===== config.mk =====
export PLATFORM = sky130hd
export DESIGN_NAME = serial_subtractor_ctrl
export DESIGN_NICKNAME = d
export VERILOG_FILES = /design/src/rtl/serial_sub_pkg.sv /design/src/rtl/serial_subtractor_ctrl_cell.sv /design/src/rtl/serial_subtractor_ctrl.sv
export SDC_FILE = /design/constraint.sdc
export NUM_CORES = 1
export LEC_CHECK = 0
export ABC_AREA = 1
export BUFFER_PORTS_ARGS = -buffer_cell sky130_fd_sc_hd__buf_2
export CAP_MARGIN = 20
export CELL_PAD_IN_SITES_DETAIL_PLACEMENT = 0
export CELL_PAD_IN_SITES_GLOBAL_PLACEMENT = 2
export CORE_UTILIZATION = 30
export CTS_BUF_LIST = sky130_fd_sc_hd__clkbuf_4 sky130_fd_sc_hd__clkbuf_8 sky130_fd_sc_hd__clkbuf_16
export DETAILED_ROUTE_END_ITERATION = 12
export GPL_ROUTABILITY_DRIVEN = 0
export PLACE_DENSITY_LB_ADDON = 0.1
export SYNTH_ARGS = -nofsm -noshare
export SYNTH_HDL_FRONTEND = slang
export SYNTH_SLANG_ARGS = --single-unit

===== constraint.sdc =====
create_clock -name clk -period 1.3 [get_ports clk]
set_input_delay 0 -clock clk [delete_from_list [all_inputs] [get_ports clk]]
set_output_delay 0 -clock clk [all_outputs]
set_load 0.01 [all_outputs]

===== src/rtl/serial_sub_pkg.sv =====
// Shared constants for the bit-serial subtractor controller.
package serial_sub_pkg;

    localparam int unsigned DEFAULT_WIDTH = 8;

    localparam logic [1:0] ST_IDLE  = 2'd0;
    localparam logic [1:0] ST_SHIFT = 2'd1;
    localparam logic [1:0] ST_DONE  = 2'd2;

endpackage


===== src/rtl/serial_subtractor_ctrl_cell.sv =====
// One-bit full subtractor built from two half-subtractor stages and an OR.
module full_subtractor_cell (
    input  logic a,
    input  logic b,
    input  logic bin,
    output logic d,
    output logic bout
);

    logic hd1;
    logic hb1;
    logic hb2;

    // Stage 1 forms a - b, stage 2 subtracts the incoming borrow.
    always_comb begin
        hd1  = a ^ b;
        hb1  = ~a & b;
        d    = hd1 ^ bin;
        hb2  = ~hd1 & bin;
        bout = hb1 | hb2;
    end

endmodule


===== src/rtl/serial_subtractor_ctrl.sv =====
// Bit-serial WIDTH-bit subtractor: computes a - b - bin LSB-first through one
// shared full-subtractor cell, one bit per clock, with a one-cycle done pulse.
module serial_subtractor_ctrl
    import serial_sub_pkg::*;
#(
    parameter  int WIDTH = DEFAULT_WIDTH,
    localparam int CNT_W = $clog2(WIDTH)
) (
    input  logic             clk,
    input  logic             rst_n,
    input  logic             start,
    input  logic [WIDTH-1:0] a,
    input  logic [WIDTH-1:0] b,
    input  logic             bin,
    output logic             busy,
    output logic             done,
    output logic [WIDTH-1:0] d,
    output logic             bout
);

    localparam logic [CNT_W-1:0] CNT_LAST = CNT_W'(WIDTH - 1);

    logic [1:0]       state_q, state_d;
    logic [WIDTH-1:0] a_sh_q, a_sh_d;
    logic [WIDTH-1:0] b_sh_q, b_sh_d;
    logic [WIDTH-1:0] d_sh_q, d_sh_d;
    logic [WIDTH-1:0] d_q, d_d;
    logic [CNT_W-1:0] cnt_q, cnt_d;
    logic             br_q, br_d;
    logic             bout_q, bout_d;
    logic             busy_q, busy_d;
    logic             done_q, done_d;

    logic             dbit;
    logic             nb;

    full_subtractor_cell u_cell (
        .a    (a_sh_q[0]),
        .b    (b_sh_q[0]),
        .bin  (br_q),
        .d    (dbit),
        .bout (nb)
    );

    // Next-state logic: FSM sequencing, operand shifting and result capture.
    always_comb begin
        state_d = state_q;
        a_sh_d  = a_sh_q;
        b_sh_d  = b_sh_q;
        d_sh_d  = d_sh_q;
        d_d     = d_q;
        cnt_d   = cnt_q;
        br_d    = br_q;
        bout_d  = bout_q;
        busy_d  = busy_q;
        done_d  = 1'b0;

        case (state_q)
            ST_IDLE: begin
                busy_d = 1'b0;
                if (start) begin
                    a_sh_d  = a;
                    b_sh_d  = b;
                    br_d    = bin;
                    cnt_d   = '0;
                    d_sh_d  = '0;
                    busy_d  = 1'b1;
                    state_d = ST_SHIFT;
                end
            end
            ST_SHIFT: begin
                d_sh_d = {dbit, d_sh_q[WIDTH-1:1]};
                a_sh_d = a_sh_q >> 1;
                b_sh_d = b_sh_q >> 1;
                br_d   = nb;
                // Counter holds at its last value instead of wrapping.
                if (cnt_q == CNT_LAST) begin
                    d_d     = {dbit, d_sh_q[WIDTH-1:1]};
                    bout_d  = nb;
                    done_d  = 1'b1;
                    state_d = ST_DONE;
                end else begin
                    cnt_d = cnt_q + 1'b1;
                end
            end
            ST_DONE: begin
                busy_d  = 1'b0;
                state_d = ST_IDLE;
            end
            default: begin
                busy_d  = 1'b0;
                state_d = ST_IDLE;
            end
        endcase
    end

    // State and datapath registers with asynchronous active-low clear.
    always_ff @(posedge clk or negedge rst_n) begin
        if (!rst_n) begin
            state_q <= ST_IDLE;
            a_sh_q  <= '0;
            b_sh_q  <= '0;
            d_sh_q  <= '0;
            d_q     <= '0;
            cnt_q   <= '0;
            br_q    <= 1'b0;
            bout_q  <= 1'b0;
            busy_q  <= 1'b0;
            done_q  <= 1'b0;
        end else begin
            state_q <= state_d;
            a_sh_q  <= a_sh_d;
            b_sh_q  <= b_sh_d;
            d_sh_q  <= d_sh_d;
            d_q     <= d_d;
            cnt_q   <= cnt_d;
            br_q    <= br_d;
            bout_q  <= bout_d;
            busy_q  <= busy_d;
            done_q  <= done_d;
        end
    end

    assign busy = busy_q;
    assign done = done_q;
    assign d    = d_q;
    assign bout = bout_q;

endmodule


* Word level (Yosys, flattened, before mapping)
Index checks and enable logic that the tools add are counted.
Operators by class: muxes and demuxes 18, add/sub/neg operators 1, bitwise logic cells 7, eq/ne operators 5, reduce and logical (&&, ||, !) cells 6
Operators by type and width (number):
- $pmux W8 S2 | 3
- $mux W8 | 3
- $mux W3 | 2
- $ne A2 B2 Y1 const B | 3
- $pmux W3 S2 | 1
- $reduce_and A2 Y1 | 3
- $mux W1 | 4
- $mux W2 | 2
- $pmux W1 S2 | 2
- $pmux W2 S2 | 1
- $add A3 B1 Y3 const B | 1
- $eq A3 B3 Y1 const B | 1
- $reduce_and A3 Y1 | 1
- $and A1 B1 Y1 | 2
- $eq A2 B1 Y1 const B | 1
- $logic_not A2 Y1 | 1
- $not A1 Y1 | 2
- $reduce_bool A2 Y1 | 1
- $xor A1 B1 Y1 | 2
- $or A1 B1 Y1 | 1
Storage, ports and cells: output and inout bits 11, bits in registers 41

* Depth between registers and ports, before layout
Gate-level depths: netlist (run 1).
word-level depth 5, depth in mapped cells 8, mapped depth without buffers 6

* By module
A second synthesis (run 1) with hierarchy kept.
Second synthesis, totals: cells, all modules 226, area, all modules 1949.4 µm²
By module, submodules not included:
- serial_subtractor_ctrl | instances 1, cells an instance 222, area an instance 1918.1 µm², sequential area each 1001.0 µm²
- full_subtractor_cell | instances 1, cells an instance 4, area an instance 31.3 µm², sequential area each 0.0 µm²

* Worst setup path after synthesis (run 1)
No wires, ideal clock.
path kind flip-flop to flip-flop, start point reg cnt_q[0], end point reg bout_q, in the netlist bout, required time 1.182 ns, buffers on the path 1, slack 0.017 ns, clock period less this slack 1.283 ns, setup time 0.118 ns, arrival time 1.165 ns, cell stages (with the launch flop) 6, path through dfrtp_1 ha_1 ha_1 nand2_2 buf_4 o21ai_2
Between the ends: word-level cells in the longest chain between the ends 2
RTL lines:
- from (decl) | line serial_subtractor_ctrl.sv:28 | logic [CNT_W-1:0] cnt_q, cnt_d;
- from (signal assigned) | line serial_subtractor_ctrl.sv:116 | cnt_q <= cnt_d;
- $eq A3 B3 Y1 | line serial_subtractor_ctrl.sv:77 | if (cnt_q == CNT_LAST) begin
- $reduce_and A2 Y1 (no line)
- to (signal assigned) | line serial_subtractor_ctrl.sv:118 | bout_q <= bout_d;
- to (decl) | line serial_subtractor_ctrl.sv:30 | logic bout_q, bout_d;
Every way passes these cells. A chain may end at the register's enable or synchronous reset.

* Worst setup path after layout (run 1)
start point reg cnt_q[1], end point reg cnt_q[0]
Between the ends: word-level cells in the longest chain between the ends 3
RTL lines (line):
- $eq A3 B3 Y1 | serial_subtractor_ctrl.sv:77
- $ne A2 B2 Y1 (no line)
- $reduce_and A3 Y1 (no line)
Every way passes these cells.

==> results of run 1 <==
[sequential cells by signal (all words and copies together) (netlist names)]
| register | cells |
|---|---|
| busy | 1 |
| b_sh_q | 8 |
| cnt_q | 3 |
| br_q | 1 |
| done | 1 |
| d_sh_q | 7 |
| a_sh_q | 8 |
| bout | 1 |
| state_q | 2 |
| d | 8 |
[metal layers]
layer / track usage, % / up-vias
met5: 0 / -
met4: 4.70 / 0
met3: 2.98 / 2
met2: 21.3 / 32
met1: 17.5 / 693
li1: - / 797
[worst register-to-register path, stage by stage (launching register included)]
cell and delay, ns:
dfrtp_1 0.39, ha_1 0.19, ha_2 0.19, nand2_1 0.11
nand3_2 0.12, nand2_1 0.08, nand2_1 0.04
[per-stage QoR]
step | setup slack, ns | cells | hold slack (ns)
after CTS | 0.0130 | 355 | 0.00276
after detailed placement | 0.0173 | 343 | -0.00702
after floorplan | 0.0170 | 230 | -0.296
after global placement | 0.0482 | 343 | -0.00219
after global routing | 0.00577 | 356 | 0.0324
final | 0.0652 | 356 | 0.0114
[placed cells by master (no fill, tap or decap), types with 2 or more instances in the layout]
cell	count
clkbuf_8	6
dlygate4sd3_1	4
buf_4	13
o21ai_2	13
dfrtp_1	39
inv_1	44
buf_2	30
buf_12	2
nand2_8	2
nor2_1	3
o21ai_0	4
nand3_1	32
nand2_1	70
nand4_1	2
[power breakdown]
| part | switching (mW) | leakage (nW) | internal (mW) |
|---|---|---|---|
| logic | 1.38 | 0.812 | 1.04 |
| registers | 0.269 | 0.499 | 1.79 |
| clock network | 0.428 | 0.0479 | 0.452 |
[worst max-delay path by stage]
stage	endpoint	slack, ns
2_1_floorplan	bout$_DFFE_PN0P_	0.02
3_3_place_gp	cnt_q[1]$_DFFE_PN0P_	0.05
3_5_place_dp	cnt_q[2]$_DFFE_PN0P_	0.02
4_1_cts	cnt_q[0]$_DFFE_PN0P_	0.01
5_1_grt	cnt_q[1]$_DFFE_PN0P_	0.006
6_report	cnt_q[0]$_DFFE_PN0P_	0.07
[kinds of logic after synthesis]
family	Yosys count	share of synthesized area, %
flip-flops	40	51.0
adder cells (fa/ha/maj)	3	2.30
AND/OR/NAND/NOR	113	26.5
buffers and inverters	56	13.1
AO/OA/AOI/OAI	18	7.08
[synthesized netlist by cell type]
cell type  instances  area [um2]
inv_6              1        8.76
inv_1             44         165
nand2_1           70         263
ha_1               2        25.0
buf_6              4        45.0
o21ai_0            5        25.0
nor2_4             1        11.3
o21ai_2           13         114
nand2_4            1        11.3
inv_2              2        7.51
nand2_2            1        6.26
fa_1               1        20.0
buf_4              2        15.0
nand4_1            2        12.5
buf_2              3        15.0
nor2_1             3        11.3
dfrtp_1           40        1000
nand3_1           33         165
nand2_8            2        40.0
[final cells by class]
cell class / instances / area (um2) / area share (%)
clock buffer: 7 / 90.1 / 3.68
multi-input combinational: 134 / 712 / 29.1
timing repair buffer: 50 / 353 / 14.4
sequential: 40 / 1000 / 41.0
tap: 77 / 96.3 / 3.94
inverter: 47 / 184 / 7.52
clock inverter: 1 / 7.51 / 0.307
[timing repair]
item,in CTS,in global routing
gates resized for setup,0,5
hold endpoints to repair,43,0
hold buffers,4,0
setup endpoints to repair,0,24
==> flow_metrics.tcl, run 1 <==
set metrics [dict create \
    start_kind "flop" \
    path_clk_slew_ns 0.08 \
    finClkSkew_ns 0.00516 \
    crit_chain "ha_1, ha_2, nand2_1, nand3_2, nand2_1, nand2_1" \
    startpoint "cnt_q[1]$_DFFE_PN0P_" \
    via_per_inst 4.28 \
    endpoint_kind "flop" \
    grt_pass1_vias 1500 \
    fill_cells 714 \
    grt_max_degree 41 \
    slowest_delay_ns 0.39 \
    final_area_um2 2440 \
    drtIter0Drc 58 \
    ys_seq_area_share_pct 51.0 \
    grt.total_usage_pct 13.2 \
    worstSetupPathType "reg2reg" \
    critPathArrivalTime_ns 1.41 \
    highest_layer "met4" \
    wl_met3_um 147 \
    yosysWarnings 0 \
    syn_area_um2 1960 \
    setup_viol 0 \
    areaGrowthSynthToFinish_pct 24.6 \
    hp-start "b[2]" \
    ioPinCount 31 \
    portBuffers 30 \
    die_area_um2 6870 \
    crit_family "flip-flops" \
    r2r_slack_ns 0.07 \
    syn_inst 230 \
    dieHeight_um 82.9 \
    nets 301 \
    vias 1524 \
    tns_ns 0 \
    relSlewSlack_pct 84.8 \
    cap_violations 0 \
    status "complete, no violations" \
    die-width_um 82.9 \
    wl_per_cell_um 11.7 \
    drc_errors 0 \
    wl_met2_um 1960 \
    clk_latency_ns 0.29 \
    r2r-end "cnt_q[0]$_DFFE_PN0P_" \
    fmax_ghz 0.810 \
    firstDrtPassIters 4 \
    tritoncts "done" \
    clk_path_buf_depth 2 \
    syn_avg_cell_area_um2 8.53 \
    cellPowerDensity_nw_per_um2 2190 \
    drive_gt1_share_pct 28.0 \
    rsz0062_at_grt "false" \
    hold_depth 5 \
    diodes 0 \
    required_ns 1.48 \
    hold_viol 0 \
    fp-row-count 29 \
    min_to "b_sh_q[2]$_DFFE_PN0P_" \
    dpl.hpwl_um 2820 \
    clock-sinks 40 \
    p_leak_nw 1.36 \
    antenna_found_initial 0 \
    vdd_ir_drop_max_mv 0.682 \
    synthDistinctLibCells 19 \
    power_mw 5.36 \
    overflow 0 \
    clock-root-buffer "clkbuf_8" \
    placed_cell_area_um2 2270 \
    routed_wl_um 4160 \
    m1WireLength_um 2020 \
    worst_pin_slew_ns 0.228 \
    slew_viol_final 0 \
    post_cts_buffers 0 \
    grt_pass1_wl_um 7160 \
    cts_max_level 2 \
    synth_nets 253 \
    final_core_util_pct 38.7 \
    r2r-start "cnt_q[1]$_DFFE_PN0P_" \
    ant_nets 0 \
    start_util_pct 31.1 \
    cp_common_cell "nand2_1" \
    min_period_over_period_pct 95.0 \
    cp.depth 6 \
    reg2reg_depth 6 \
    crit_path_max_fanout 4 \
    ys_ff_latch 40 \
    hold_class "in2reg" \
    fp.coreArea_um2 6310 \
    fin_crit_ns 1.23 \
    cts_made_buffers 5 \
    worst-path-buf-inv 0 \
    slowest_stage "dfrtp_1" \
]
Note: power is estimated with default switching activity, not from simulation.
==> inputs of run 2 (changes only) <==
- CORE_MARGIN: default -> 4
==> run 2 against run 1 <==
Compared with the run above: first-iteration DRC count up 6.9%; setup slack better by 0.034 ns; critical path type unchanged; final area grew 3.2%; die area up 15%; largest power group unchanged; combinational power increased by 2%.
==> flow_metrics.tcl, run 2 (synthesized netlist as in run 1, its figures left out) <==
set metrics [dict create \
    grt.total_usage_pct 11.9 \
    diodes 0 \
    grt_pass1_wl_um 7130 \
    via_per_inst 4.38 \
    dpl_worst_slack_ns 0.0157 \
    reg2reg_depth 6 \
    nets 302 \
    fp-row-count 29 \
    seq_power_share_pct 36.7 \
    grt_pass1_vias 1505 \
    cts_max_level 2 \
    p_leak_nw 1.39 \
    ioPinCount 31 \
    antenna_found_initial 0 \
    crit_end "cnt_q[1]$_DFFE_PN0P_" \
    tns_ns 0 \
    post-place-cells 342 \
    hold_class "in2reg" \
    drive_gt1_share_pct 27.9 \
    final_common_cell "nand2_1" \
    crit_path_max_fanout 4 \
    overflow 0 \
    min_period_over_period_pct 92.4 \
    required_ns 1.49 \
    clk_path_buf_depth 2 \
    r2r-start "cnt_q[0]$_DFFE_PN0P_" \
    hold_slack_ns 0.00805 \
    fp.coreArea_um2 6350 \
    power_mw 5.63 \
    fill_cells 668 \
    vias 1564 \
    fmax_ghz 0.833 \
    wl_met3_um 182 \
    path_clk_slew_ns 0.08 \
    highest_layer "met4" \
    endpoint_kind "flop" \
    clk_latency_ns 0.30 \
    post_cts_buffers 0 \
    areaGrowthSynthToFinish_pct 28.6 \
    drc_errors 0 \
    clock-sinks 40 \
    p_sw_share_pct 37.6 \
    start_kind "flop" \
    grt_max_degree 41 \
    comb_power_share_pct 44.0 \
    instances_no_fill 357 \
    ant_nets 0 \
    dpl.hpwl_um 2890 \
    slew_viol_final 0 \
    drtIter0Drc 62 \
    dieHeight_um 88.9 \
    startpoint "cnt_q[0]$_DFFE_PN0P_" \
    m1WireLength_um 2020 \
    p_int_mw 3.52 \
    die-width_um 88.9 \
    critPathArrivalTime_ns 1.39 \
    clkPwrFrac_pct 19.3 \
    worst_pin_slew_ns 0.235 \
    wl_per_cell_um 12.0 \
    vdd_ir_drop_max_mv 0.755 \
    relSlewSlack_pct 84.3 \
    setup_viol 0 \
    worstSetupPathType "reg2reg" \
    hold_viol 0 \
    die_area_um2 7900 \
    r2r-end "cnt_q[1]$_DFFE_PN0P_" \
    status "complete, no violations" \
    wl_met2_um 2000 \
    worst_slack_ns 0.0993 \
    rsz0062_at_grt "false" \
    clock-root-buffer "clkbuf_8" \
    finClkSkew_ns 0.00791 \
    cap_violations 0 \
    r2r_slack_ns 0.1 \
    layout_common_cells "nand2_1, inv_1, dfrtp_1" \
    cts_made_buffers 5 \
    cellPowerDensity_nw_per_um2 2230 \
    portBuffers 30 \
    routed_wl_um 4270 \
    firstDrtPassIters 4 \
    start_util_pct 30.9 \
    tritoncts "done" \
    fin_crit_ns 1.20 \
    p_switching_mw 2.12 \
]
-- run 2: changes by cell type in the layout (fill, tap and decap cells not counted), sizes merged --
cell         before  now
buf              45   44
clkinv            0    1
clkinvlp          1    0
dlygate4sd3       4    6
clkbuf            8    7
bufinv            0    1
-- run 2: per-layer routing --
metal / up-vias / GRT usage [%]
li1: 799 / -
met1: 730 / 15.5
met2: 27 / 18.8
met3: 8 / 3.07
met4: 0 / 4.95
met5: - / 0
-- run 2: cell type report --
class | count | area, um2 | share of cell area, %
clock inverter | 2 | 38.8 | 1.54
inverter | 47 | 181 | 7.19
timing repair buffer | 51 | 403 | 16.0
sequential | 40 | 1000 | 39.7
multi-input combinational | 134 | 719 | 28.5
clock buffer | 6 | 82.6 | 3.27
tap | 77 | 96.3 | 3.82
-- run 2: stage by stage --
step,utilization [%],cell area (um2)
2_1_floorplan,-,1960
3_3_place_gp,36.2,2300
3_5_place_dp,36.2,2300
4_1_cts,39.1,2480
5_1_grt,39.7,2520
6_report,39.7,2520
-- run 2: power by group through the flow --
stage	Sequential, mW	Clock [mW]	Combinational (mW)
after floorplan	2.09	0	1.68
after global placement	2.09	0	2.47
after global routing	2.13	1.18	2.85
after detailed placement	2.09	0	2.47
final	2.06	1.09	2.48
after CTS	2.07	1.14	2.49
-- run 2: timing repair --
item                                   in CTS  in global routing
gates resized for setup                     0                  6
endpoints found under the hold margin      45                  0
setup endpoints to repair                   0                 11
hold buffers                                6                  0
-- run 2: worst min path at each step --
stage / from / end / slack (ns) / depth (start not counted)
floorplan: rst_n / a_sh_q[0]$_DFFE_PN0P_ / -0.30 / 0
global route: a[6] / a_sh_q[6]$_DFFE_PN0P_ / 0.03 / 5
detailed placement: rst_n / d[2]$_DFFE_PN0P_ / -0.004 / 2
CTS: b[3] / b_sh_q[3]$_DFFE_PN0P_ / 0.00004 / 5
global placement: rst_n / d[2]$_DFFE_PN0P_ / -0.003 / 2
finish: a[4] / a_sh_q[4]$_DFFE_PN0P_ / 0.008 / 5
-- run 2: critical path, cell delays in order (launching register included) --
cell and delay (ns):
dfrtp_1 0.38, ha_1 0.20, ha_2 0.20, nand2_2 0.09, nand3_2 0.11, nand2_1 0.07, nand2_1 0.04
